## config.mk

```make
export PLATFORM = sky130hd
export DESIGN_NAME = mgnt_pulse_seq
export DESIGN_NICKNAME = d
export VERILOG_FILES = /design/src/rtl/mgnt_pulse_seq.sv
export SDC_FILE = /design/constraint.sdc
export NUM_CORES = 1
export LEC_CHECK = 0
export ABC_AREA = 1
export BUFFER_PORTS_ARGS = -buffer_cell sky130_fd_sc_hd__buf_2
export CORE_UTILIZATION = 30
export DETAILED_ROUTE_END_ITERATION = 10
export GPL_TIMING_DRIVEN = 0
export PLACE_DENSITY = 0.55
export SLEW_MARGIN = 20
export SYNTH_ARGS = -nofsm -noshare
export SYNTH_HDL_FRONTEND = slang
export SYNTH_SLANG_ARGS = --single-unit
```

## constraint.sdc

```tcl
create_clock -name CLK -period 31.3 [get_ports CLK]
set_clock_uncertainty 0.15 [all_clocks]
set_input_delay 9.39 -clock CLK [delete_from_list [all_inputs] [get_ports CLK]]
set_output_delay 9.39 -clock CLK [all_outputs]
set_load 0.03 [all_outputs]
```

## src/rtl/mgnt_pulse_seq.sv

```systemverilog
// rtl/mgnt_pulse_seq.sv - multi-channel magnet charge/discharge pulse sequencer
// Pin outputs are registered from the current state, so they trail the state register by one cycle.
module mgnt_pulse_seq #(
  parameter int DW    = 32,
  parameter int NCH   = 2,
  parameter int GUARD = 2
) (
  input  logic           CLK,
  input  logic           RESET,
  input  logic           START,
  input  logic           ABORT,
  input  logic           CONT,
  input  logic [NCH-1:0] EN_MASK,
  input  logic [DW-1:0]  CHG_PLEN,
  input  logic [DW-1:0]  CHG_DLEN,
  input  logic [DW-1:0]  DCHG_PLEN,
  input  logic [DW-1:0]  DCHG_DLEN,
  input  logic [DW-1:0]  N,
  input  logic [DW-1:0]  D,
  output logic [NCH-1:0] CHG_OUT,
  output logic [NCH-1:0] DCHG_OUT,
  output logic           BUSY,
  output logic           DONE,
  output logic           ABORTED,
  output logic [DW-1:0]  REP_CNT
);

  typedef enum logic [2:0] {IDLE, LOAD, CHG, CDLY, DCHG, DDLY, POST, FIN} state_t;

  localparam logic [DW-1:0] GUARD_W = DW'(GUARD);
  localparam logic [DW-1:0] ONE     = DW'(1);

  state_t         state;
  logic [DW-1:0]  cnt;
  logic [DW-1:0]  chg_plen_q, chg_dly_q, dchg_plen_q, dchg_dly_q, n_q, d_q;
  logic [NCH-1:0] mask_q;
  logic           cont_q;
  logic           fin_new;

  // Delay phases never shrink below the dead time between the two pulse polarities.
  function automatic logic [DW-1:0] guarded(input logic [DW-1:0] len);
    return (len < GUARD_W) ? GUARD_W : len;
  endfunction

  logic [DW-1:0] cp_src, cd_src, d_src, chg_cnt, rep_inc;
  state_t        chg_st, post_st;
  logic          last, more;

  // In LOAD the latches are not yet valid, so entry decisions look at the live inputs.
  always_comb begin
    cp_src  = (state == LOAD) ? CHG_PLEN : chg_plen_q;
    cd_src  = (state == LOAD) ? guarded(CHG_DLEN) : chg_dly_q;
    d_src   = (state == LOAD) ? D : d_q;
    chg_st  = (cp_src == '0) ? CDLY : CHG;
    chg_cnt = (cp_src == '0) ? cd_src : cp_src;
    post_st = (d_src == '0) ? FIN : POST;
    rep_inc = (&REP_CNT) ? REP_CNT : REP_CNT + ONE;
    last    = (cnt == ONE);
    more    = cont_q ? START : (({1'b0, REP_CNT} + (DW+1)'(1)) < {1'b0, n_q});
  end

  always_ff @(posedge CLK or posedge RESET) begin
    if (RESET) begin
      state       <= IDLE;
      cnt         <= '0;
      chg_plen_q  <= '0;
      chg_dly_q   <= '0;
      dchg_plen_q <= '0;
      dchg_dly_q  <= '0;
      n_q         <= '0;
      d_q         <= '0;
      mask_q      <= '0;
      cont_q      <= 1'b0;
      fin_new     <= 1'b0;
      CHG_OUT     <= '0;
      DCHG_OUT    <= '0;
      BUSY        <= 1'b0;
      DONE        <= 1'b0;
      ABORTED     <= 1'b0;
      REP_CNT     <= '0;
    end else begin
      CHG_OUT  <= (state == CHG && !ABORT) ? mask_q : '0;
      DCHG_OUT <= (state == DCHG && !ABORT) ? mask_q : '0;
      BUSY     <= (state != IDLE);
      DONE     <= (state == FIN) && fin_new;
      fin_new  <= 1'b0;
      if (ABORT && state != IDLE && state != FIN) begin
        ABORTED <= 1'b1;
        state   <= FIN;
        fin_new <= 1'b1;
      end else begin
        case (state)
          IDLE: if (START) state <= LOAD;
          LOAD: begin
            chg_plen_q  <= CHG_PLEN;
            chg_dly_q   <= guarded(CHG_DLEN);
            dchg_plen_q <= DCHG_PLEN;
            dchg_dly_q  <= guarded(DCHG_DLEN);
            n_q         <= N;
            d_q         <= D;
            mask_q      <= EN_MASK;
            cont_q      <= CONT;
            REP_CNT     <= '0;
            ABORTED     <= 1'b0;
            if (!CONT && N == '0) begin
              state   <= post_st;
              cnt     <= d_src;
              fin_new <= (post_st == FIN);
            end else begin
              state <= chg_st;
              cnt   <= chg_cnt;
            end
          end
          CHG: begin
            if (last) begin
              state <= CDLY;
              cnt   <= chg_dly_q;
            end else cnt <= cnt - ONE;
          end
          CDLY: begin
            if (last) begin
              state <= (dchg_plen_q == '0) ? DDLY : DCHG;
              cnt   <= (dchg_plen_q == '0) ? dchg_dly_q : dchg_plen_q;
            end else cnt <= cnt - ONE;
          end
          DCHG: begin
            if (last) begin
              state <= DDLY;
              cnt   <= dchg_dly_q;
            end else cnt <= cnt - ONE;
          end
          DDLY: begin
            if (last) begin
              REP_CNT <= rep_inc;
              if (more) begin
                state <= chg_st;
                cnt   <= chg_cnt;
              end else begin
                state   <= post_st;
                cnt     <= d_src;
                fin_new <= (post_st == FIN);
              end
            end else cnt <= cnt - ONE;
          end
          POST: begin
            if (last) begin
              state   <= FIN;
              fin_new <= 1'b1;
            end else cnt <= cnt - ONE;
          end
          FIN: begin
            if (ABORT) ABORTED <= 1'b1;
            if (!START) state <= IDLE;
          end
          default: state <= IDLE;
        endcase
      end
    end
  end

endmodule

```

==> out/results.txt, run 1 <==
status -> finished clean
ys async rst share -> 100.0%
Ys Warns -> 0
initial DRC count -> 1795
Final #Nets -> 3111
final WL -> 72690 um
#FFs+latches synth -> 270
Maximum Capacitance Violations -> 0
later-pin clock latency in the skew report -> 0.55 ns
critical path data required time -> 31.55 ns
largest net degree at the start of global routing -> 94
Cell Chain, Critical Path -> buf_2 -> nand2_1 -> nor2_1 -> inv_1 -> o21ai_1 -> nor2_1 -> nand2_1 -> clkbuf_1 -> o22ai_1
layout cell share with drive strength beyond 1 -> 12.78%
Final Cell Area -> 0.02084 mm^2
vias in the first global route -> 17270
Top-Level Pins -> 238
synthesized area per cell -> 6.722 um^2
area leader, netlist -> dfrtp_1
die area -> 0.05927 mm^2
final hold vios -> 0
HPWL after detailed placement -> 58080 um
placed cell area -> 0.01972 mm^2
vias post-DR -> 18430
Slowest cell on crit path -> nor2_1
synth unique cells -> 45
gr usage total -> 24.29%
Yosys top cell area share -> 38.63%
Max Slew Vio Count -> 0
Die Ht -> 243.5 um
Post-Syn Area -> 0.01749 mm^2
vias per inst -> 5.023
crit path max fanout -> 10
max incr delay on CP -> 0.65 ns
RD Place Congestion -> 0.9527
Finished Layout Cells -> 3668
Finish-stage setup viols -> 0
WP buf/inv -> 3
Leak -> 10.39 nW
wire length of the first global-routing pass -> 109200 um
PortBufs -> 237
Peak Freq -> 85.21 MHz
sequential share of the synthesized area -> 38.63%
wire per inst -> 19.82 um
Root Buffer -> clkbuf_16
total CTS buffers -> 34
Core Region -> 0.05770 mm^2
CTS tree -> built
die boundary width -> 243.5 um
Setup Fix Bufs, Post-CTS -> 0
Total Power -> 0.001994 W
clk slew on worst S/H paths -> 0.06 ns
hold crit path type -> reg -> reg
syn_nets -> 2835
EDFF count, synth -> 0
RSZ-0062 raised after global routing -> false
VDD IR max -> 0.05151 mV
startpoint type of the worst setup path -> input pin
initial antenna violation count -> 1
drc violations -> 0
Max clock buf depth -> 3
Final period util -> 37.50%
Hold Path Stages -> 2
most frequent cells in the layout -> nand2_1, inv_1, o21ai_0
Slew @ Worst Pin -> 1.121 ns
Worst Path Arrival -> 11.98 ns
WS Path Type -> in -> reg
Fin Setup TNS -> 0 ns
grt total ovfl -> 0
Syn Inst Count -> 2602
Post-Place Cells -> 3607
post-CTS sizing -> 0
slew margin rel. -> 24.49%
predominant post-synthesis flop cell -> dfrtp_1
Final Critical Period -> 11.74 ns
critical path depth -> 9
Antenna Nets Post-Route -> 0
Worst R2R Path Depth -> 27
hold buffers post-CTS -> 0
commonest non-fill, non-tap cell in the layout -> nand2_1
Rows -> 88
Util after Layout -> 36.12%
CTS HTree Levels -> 2
synthesis-to-finish area growth -> 19.14%
DRT Pass-1 Iters -> 6
Initial Util -> 30.32%
pwr dens -> 95.68 mW/mm^2
Area contributors post-synth -> dfrtp_1, nand2_1, o21ai_0, inv_1, nand3_1
crit-path leading delay family -> simple AND/OR/NAND/NOR gates
clock sink total -> 270
Worst setup EP type -> flip-flop
-- sequential cells by signal, summed over array words and instances (netlist names) --
register / count
mask_q: 2
chg_plen_q: 32
n_q: 32
dchg_dly_q: 32
chg_dly_q: 32
DONE: 1
state: 3
ABORTED: 1
cont_q: 1
REP_CNT: 32
d_q: 32
fin_new: 1
dchg_plen_q: 32
CHG_OUT: 2
BUSY: 1
DCHG_OUT: 2
cnt: 32
-- per-layer routing --
| metal | part of all wire (%) | routed length, um | vias up | global-route usage (%) |
|---|---|---|---|---|
| met4 | 2.2 | 1597 | 0 | 6.308 |
| met1 | 46 | 33760 | 8748 | 34.92 |
| met3 | 6.9 | 5025 | 81 | 3.018 |
| li1 | - | - | 8907 | - |
| met5 | 0 | 0 | - | 0 |
| met2 | 44 | 32310 | 690 | 38.23 |
-- layout make-up --
type,instances,area [um^2]
fill,6436,36860
multi-input combinational,1867,8907
sequential,270,6756
inverter,343,1295
timing repair buffer,240,1269
clock buffer,48,1003
tap,765,957.2
buffer,122,539.3
clock inverter,12,107.6
antenna,1,2.502
-- power by group --
group | leakage [nW] | internal (W) | switching, W
sequential | 3.39 | 0.000494 | 0.000117
clock | 0.558 | 0.000233 | 0.000166
combinational | 6.45 | 0.000293 | 0.000690
-- metrics by stage --
step	setup WS [ns]	hold WS, ns
after floorplan	14.32	0.2922
after global placement	10.52	0.3158
after detailed placement	18.99	0.3230
after CTS	19.58	0.3369
after global routing	19.39	0.3529
final	19.56	0.3348
-- worst register-to-register path: cells and delay by family (launching register included) --
kind	cells	cell delay, ns
flip-flops	1	0.47
adder cells (fa/ha/maj)	1	0.27
AO/OA/AOI/OAI	1	0.20
XOR/XNOR	1	0.19
AND/OR/NAND/NOR	20	3.14
buffers and inverters	4	0.63
-- synthesized netlist by cell type, types with 3 or more instances --
library cell	count
clkbuf_1	91
o21ai_1	10
or2_2	10
nor3_1	26
nor2_1	170
buf_6	8
inv_2	3
nand2_2	3
nand4_1	30
nor4_1	35
ha_1	34
nand3_1	148
dfrtp_1	270
a21oi_1	85
o21bai_1	4
nand2_1	867
inv_1	338
o2111ai_1	6
a21oi_2	3
a21o_1	3
o211ai_1	15
buf_2	11
buf_1	10
o21ai_2	25
xnor2_1	8
a211oi_1	3
o21ai_0	294
o32ai_1	4
a31oi_1	6
o22ai_1	20
xor2_1	38
-- worst paths after layout --
kind	startpoint	endpoint	slack (ns)
worst max-delay path	ABORT	REP_CNT[21]	19.56
worst min-delay path	chg_plen_q[5]	chg_plen_q[5]	0.33
worst max register to register	REP_CNT[0]	state[0]	26.18
worst min register to register	chg_plen_q[5]	chg_plen_q[5]	0.33
max in group asynchronous	RESET	chg_dly_q[1]	21.21
min in group asynchronous	RESET	CHG_OUT[0]	8.68
-- cells by family after synthesis --
family                   count (synthesis)  share of synthesized area (%)
AO/OA/AOI/OAI                          486                          15.40
XOR/XNOR                                46                          2.303
adder cells (fa/ha/maj)                 34                          2.432
buffers and inverters                  465                          10.44
flip-flops                             270                          38.63
AND/OR/NAND/NOR                       1301                          30.79
Power figures use the tool's default switching activity.
==> inputs of run 2 (changes only) <==
- ABC_AREA: 1 -> 0
- PLACE_DENSITY: 0.55 -> 0.57
- clock period: 31.3 -> 10.6 ns (I/O delays scaled with it)
==> run 2 against run 1 <==
  * Sequential cell count did not move
  * Non-clock buffer count rose by 17
  * Largest cell class unchanged
  * Sequential power rose to 3.2 times the previous value
  * Die area fell by 6.8%
  * Synthesized area fell by 6.9%
  * Count of clock-buffer cells in the layout rose by 4
  * Power rose to 2.9 times the previous value
  * Synthesized cell count fell by 21%
  * Setup slack got worse by 16 ns
  * Sequential share of layout area rose by 1.7 points
  * Register-to-register slack got worse by 22 ns
==> out/results.txt, run 2 <==
status -> finished clean
later-pin clock latency in the skew report -> 0.58 ns (+0.03 ns)
DRT Pass-1 Iters -> 9 (+3)
layout cell share with drive strength beyond 1 -> 15.76% (+3.0 points)
final WL -> 81280 um (+12%)
Worst setup EP type -> flip-flop
Synth top cells by count -> nand2_1, dfrtp_1, a21oi_1, o21ai_0, nor2_1
CTS tree -> built
PortBufs -> 236 (-0.42%)
area leader, netlist -> dfrtp_1
sequential share of the synthesized area -> 41.48% (+2.9 points)
Final #Nets -> 2573 (-17%)
wire length of the first global-routing pass -> 117400 um (+7.5%)
Antenna Nets Post-Route -> 0 (unchanged)
Max Slew Vio Count -> 0 (unchanged)
initial DRC count -> 2332 (+30%)
Rows -> 85 (-3.4%)
Setup Fix Bufs, Post-CTS -> 0 (unchanged)
Slew @ Worst Pin -> 1.207 ns (+0.08587 ns)
crit path max fanout -> 10 (unchanged)
Cell Chain, Critical Path -> buf_2 -> nor4_1 -> nand4_1 -> or4_1 -> clkbuf_1 -> clkbuf_1 -> o21ai_0 -> a22oi_1 -> o211ai_1
Top-Level Pins -> 238 (unchanged)
Total Power -> 0.005702 W (+190%)
die area -> 0.05523 mm^2 (-6.8%)
VDD IR max -> 0.1297 mV (+150%)
slew margin rel. -> 18.82% (-5.7 points)
# fillers -> 5560 (-14%)
syn_nets -> 2288 (-19%)
largest net degree at the start of global routing -> 33 (-65%)
Max clock buf depth -> 3 (unchanged)
CTS HTree Levels -> 2 (unchanged)
Initial Util -> 30.33% (about the same)
WS Path Type -> in -> reg
Multi-input gate area -> 0.008801 mm^2 (-1.2%)
final hold vios -> 0 (unchanged)
Slowest cell on crit path -> nor4_1
Die Ht -> 235.0 um (-3.5%)
startpoint type of the worst setup path -> input pin
Syn Inst Count -> 2055 (-21%)
Reg area -> 0.006756 mm^2 (unchanged)
EDFF count, synth -> 0 (unchanged)
Yosys top cell area share -> 41.48% (+2.9 points)
vias post-DR -> 17720 (-3.8%)
vias per inst -> 5.783 (+15%)
die boundary width -> 235.0 um (-3.5%)
synth unique cells -> 82 (+82%)
Area contributors post-synth -> dfrtp_1, nand2_1, a21oi_1, o21ai_0, ha_1
clk slew on worst S/H paths -> 0.06 ns (about the same)
HPWL after detailed placement -> 63180 um (+8.8%)
Peak Freq -> 143.4 MHz
clock sink total -> 270 (unchanged)
grt total ovfl -> 0 (unchanged)
drc violations -> 0 (unchanged)
most common cell in the netlist -> nand2_1
gr usage total -> 28.96% (+4.7 points)
initial antenna violation count -> 1 (unchanged)
synthesis-to-finish area growth -> 21.49%
Final period util -> 65.80%
RSZ-0062 raised after global routing -> false
total CTS buffers -> 37 (+8.8%)
Maximum Capacitance Violations -> 0 (unchanged)
post-CTS sizing -> 0 (unchanged)
most frequent cells in the layout -> nand2_1, dfrtp_1, buf_2
Leak -> 9.097 nW (-12%)
synthesized area per cell -> 7.926 um^2 (+18%)
Finish-stage setup viols -> 0 (unchanged)
hold crit path type -> reg -> reg
placed cell area -> 0.01857 mm^2 (-5.9%)
crit-path most repeated cell -> clkbuf_1
critical path data required time -> 10.94 ns (-20.61 ns)
predominant post-synthesis flop cell -> dfrtp_1
commonest non-fill, non-tap cell in the layout -> nand2_1
max incr delay on CP -> 1.00 ns (+0.35 ns)
Ys Warns -> 0 (unchanged)
RD Place Congestion -> 1.024 (+7.5%)
Final Critical Period -> 6.975 ns
pwr dens -> 288.2 mW/mm^2 (+200%)
vias in the first global route -> 16790 (-2.8%)
Worst Path Arrival -> 7.32 ns (-4.66 ns)
Fin Setup TNS -> 0 ns (unchanged)
Post-Syn Area -> 0.01629 mm^2 (-6.9%)
Core Region -> 0.05371 mm^2 (-6.9%)
ys async rst share -> 100.0% (unchanged)
wire per inst -> 26.53 um (+34%)
Final Cell Area -> 0.01979 mm^2 (-5.0%)
hold buffers post-CTS -> 0 (unchanged)
Root Buffer -> clkbuf_16
#FFs+latches synth -> 270 (unchanged)
run 2: cell count changes in the layout (fill, tap and decap cells not counted), sizes merged, moves of 34 or more:
cell,previous run,this run
inv,344,51
a21oi,88,138
nand2,872,631
nand3,148,42
nor2,175,113
a211oi,3,37
o21ai,329,144
run 2: metrics by stage:
step / cells / util, % / hold slack, ns / worst slack, ns
after floorplan: 2055 / - / 0.2904 / 3.703
after global placement: 2987 / 34.15 / 0.3081 / 1.714
after detailed placement: 2997 / 34.57 / 0.3175 / 3.174
after CTS: 3063 / 36.83 / 0.3312 / 3.773
after global routing: 3063 / 36.84 / 0.3611 / 3.657
final: 3064 / 36.85 / 0.3256 / 3.625
run 2: routing by layer:
| layer | part of all wire (%) | routed length [um] | vias to the layer above | GRT usage (%) |
|---|---|---|---|---|
| li1 | - | - | 7852 | - |
| met3 | 9.0 | 7279 | 194 | 5.369 |
| met1 | 42 | 34310 | 8688 | 39.11 |
| met2 | 44 | 35760 | 984 | 44.80 |
| met4 | 4.8 | 3929 | 0 | 13.40 |
| met5 | 0 | 0 | - | 0 |
run 2: cells by family (layout without fill, tap and decap cells):
kind of cell,count (synthesis),count (layout),synth area share (%)
AND/OR/NAND/NOR,978,978,26.25
AO/OA/AOI/OAI,493,493,19.20
flip-flops,270,270,41.48
buffers and inverters,180,492,4.671
XOR/XNOR,57,57,3.065
multiplexers,43,43,2.727
adder cells (fa/ha/maj),34,34,2.612
other,0,1,0
run 2: area by class of cell:
type                       count  area share, %
antenna                        1        0.01265
buffer                       133          2.959
clock buffer                  52          5.216
clock inverter                14         0.9105
inverter                      47         0.9105
multi-input combinational   1605          44.47
sequential                   270          34.14
tap                          696          4.401
timing repair buffer         246          6.974
run 2: report_power, final:
part           switching, W  internal, W  leakage [nW]
combinational       0.00170     0.000780          5.09
clock              0.000513     0.000760         0.595
sequential         0.000488      0.00146          3.41
run 2: final timing paths:
check / startpoint / to / slack (ns) / cells past startpoint
setup / recovery: N[28] / cnt[4] / 3.63 / 9
hold / removal: mask_q[1] / mask_q[1] / 0.33 / 2
setup reg to reg: REP_CNT[0] / cnt[15] / 4.32 / 18
hold reg to reg: mask_q[1] / mask_q[1] / 0.33 / 2
max in group asynchronous: RESET / d_q[8] / 6.59 / 5
min in group asynchronous: RESET / dchg_plen_q[26] / 2.61 / 2
run 2: critical path: cells and delay by family:
kind                   cells  cell delay, ns
AOI/OAI and AO/OA          3            0.94
buffers and inverters      3            0.91
and+or+nand+nor            3            2.26
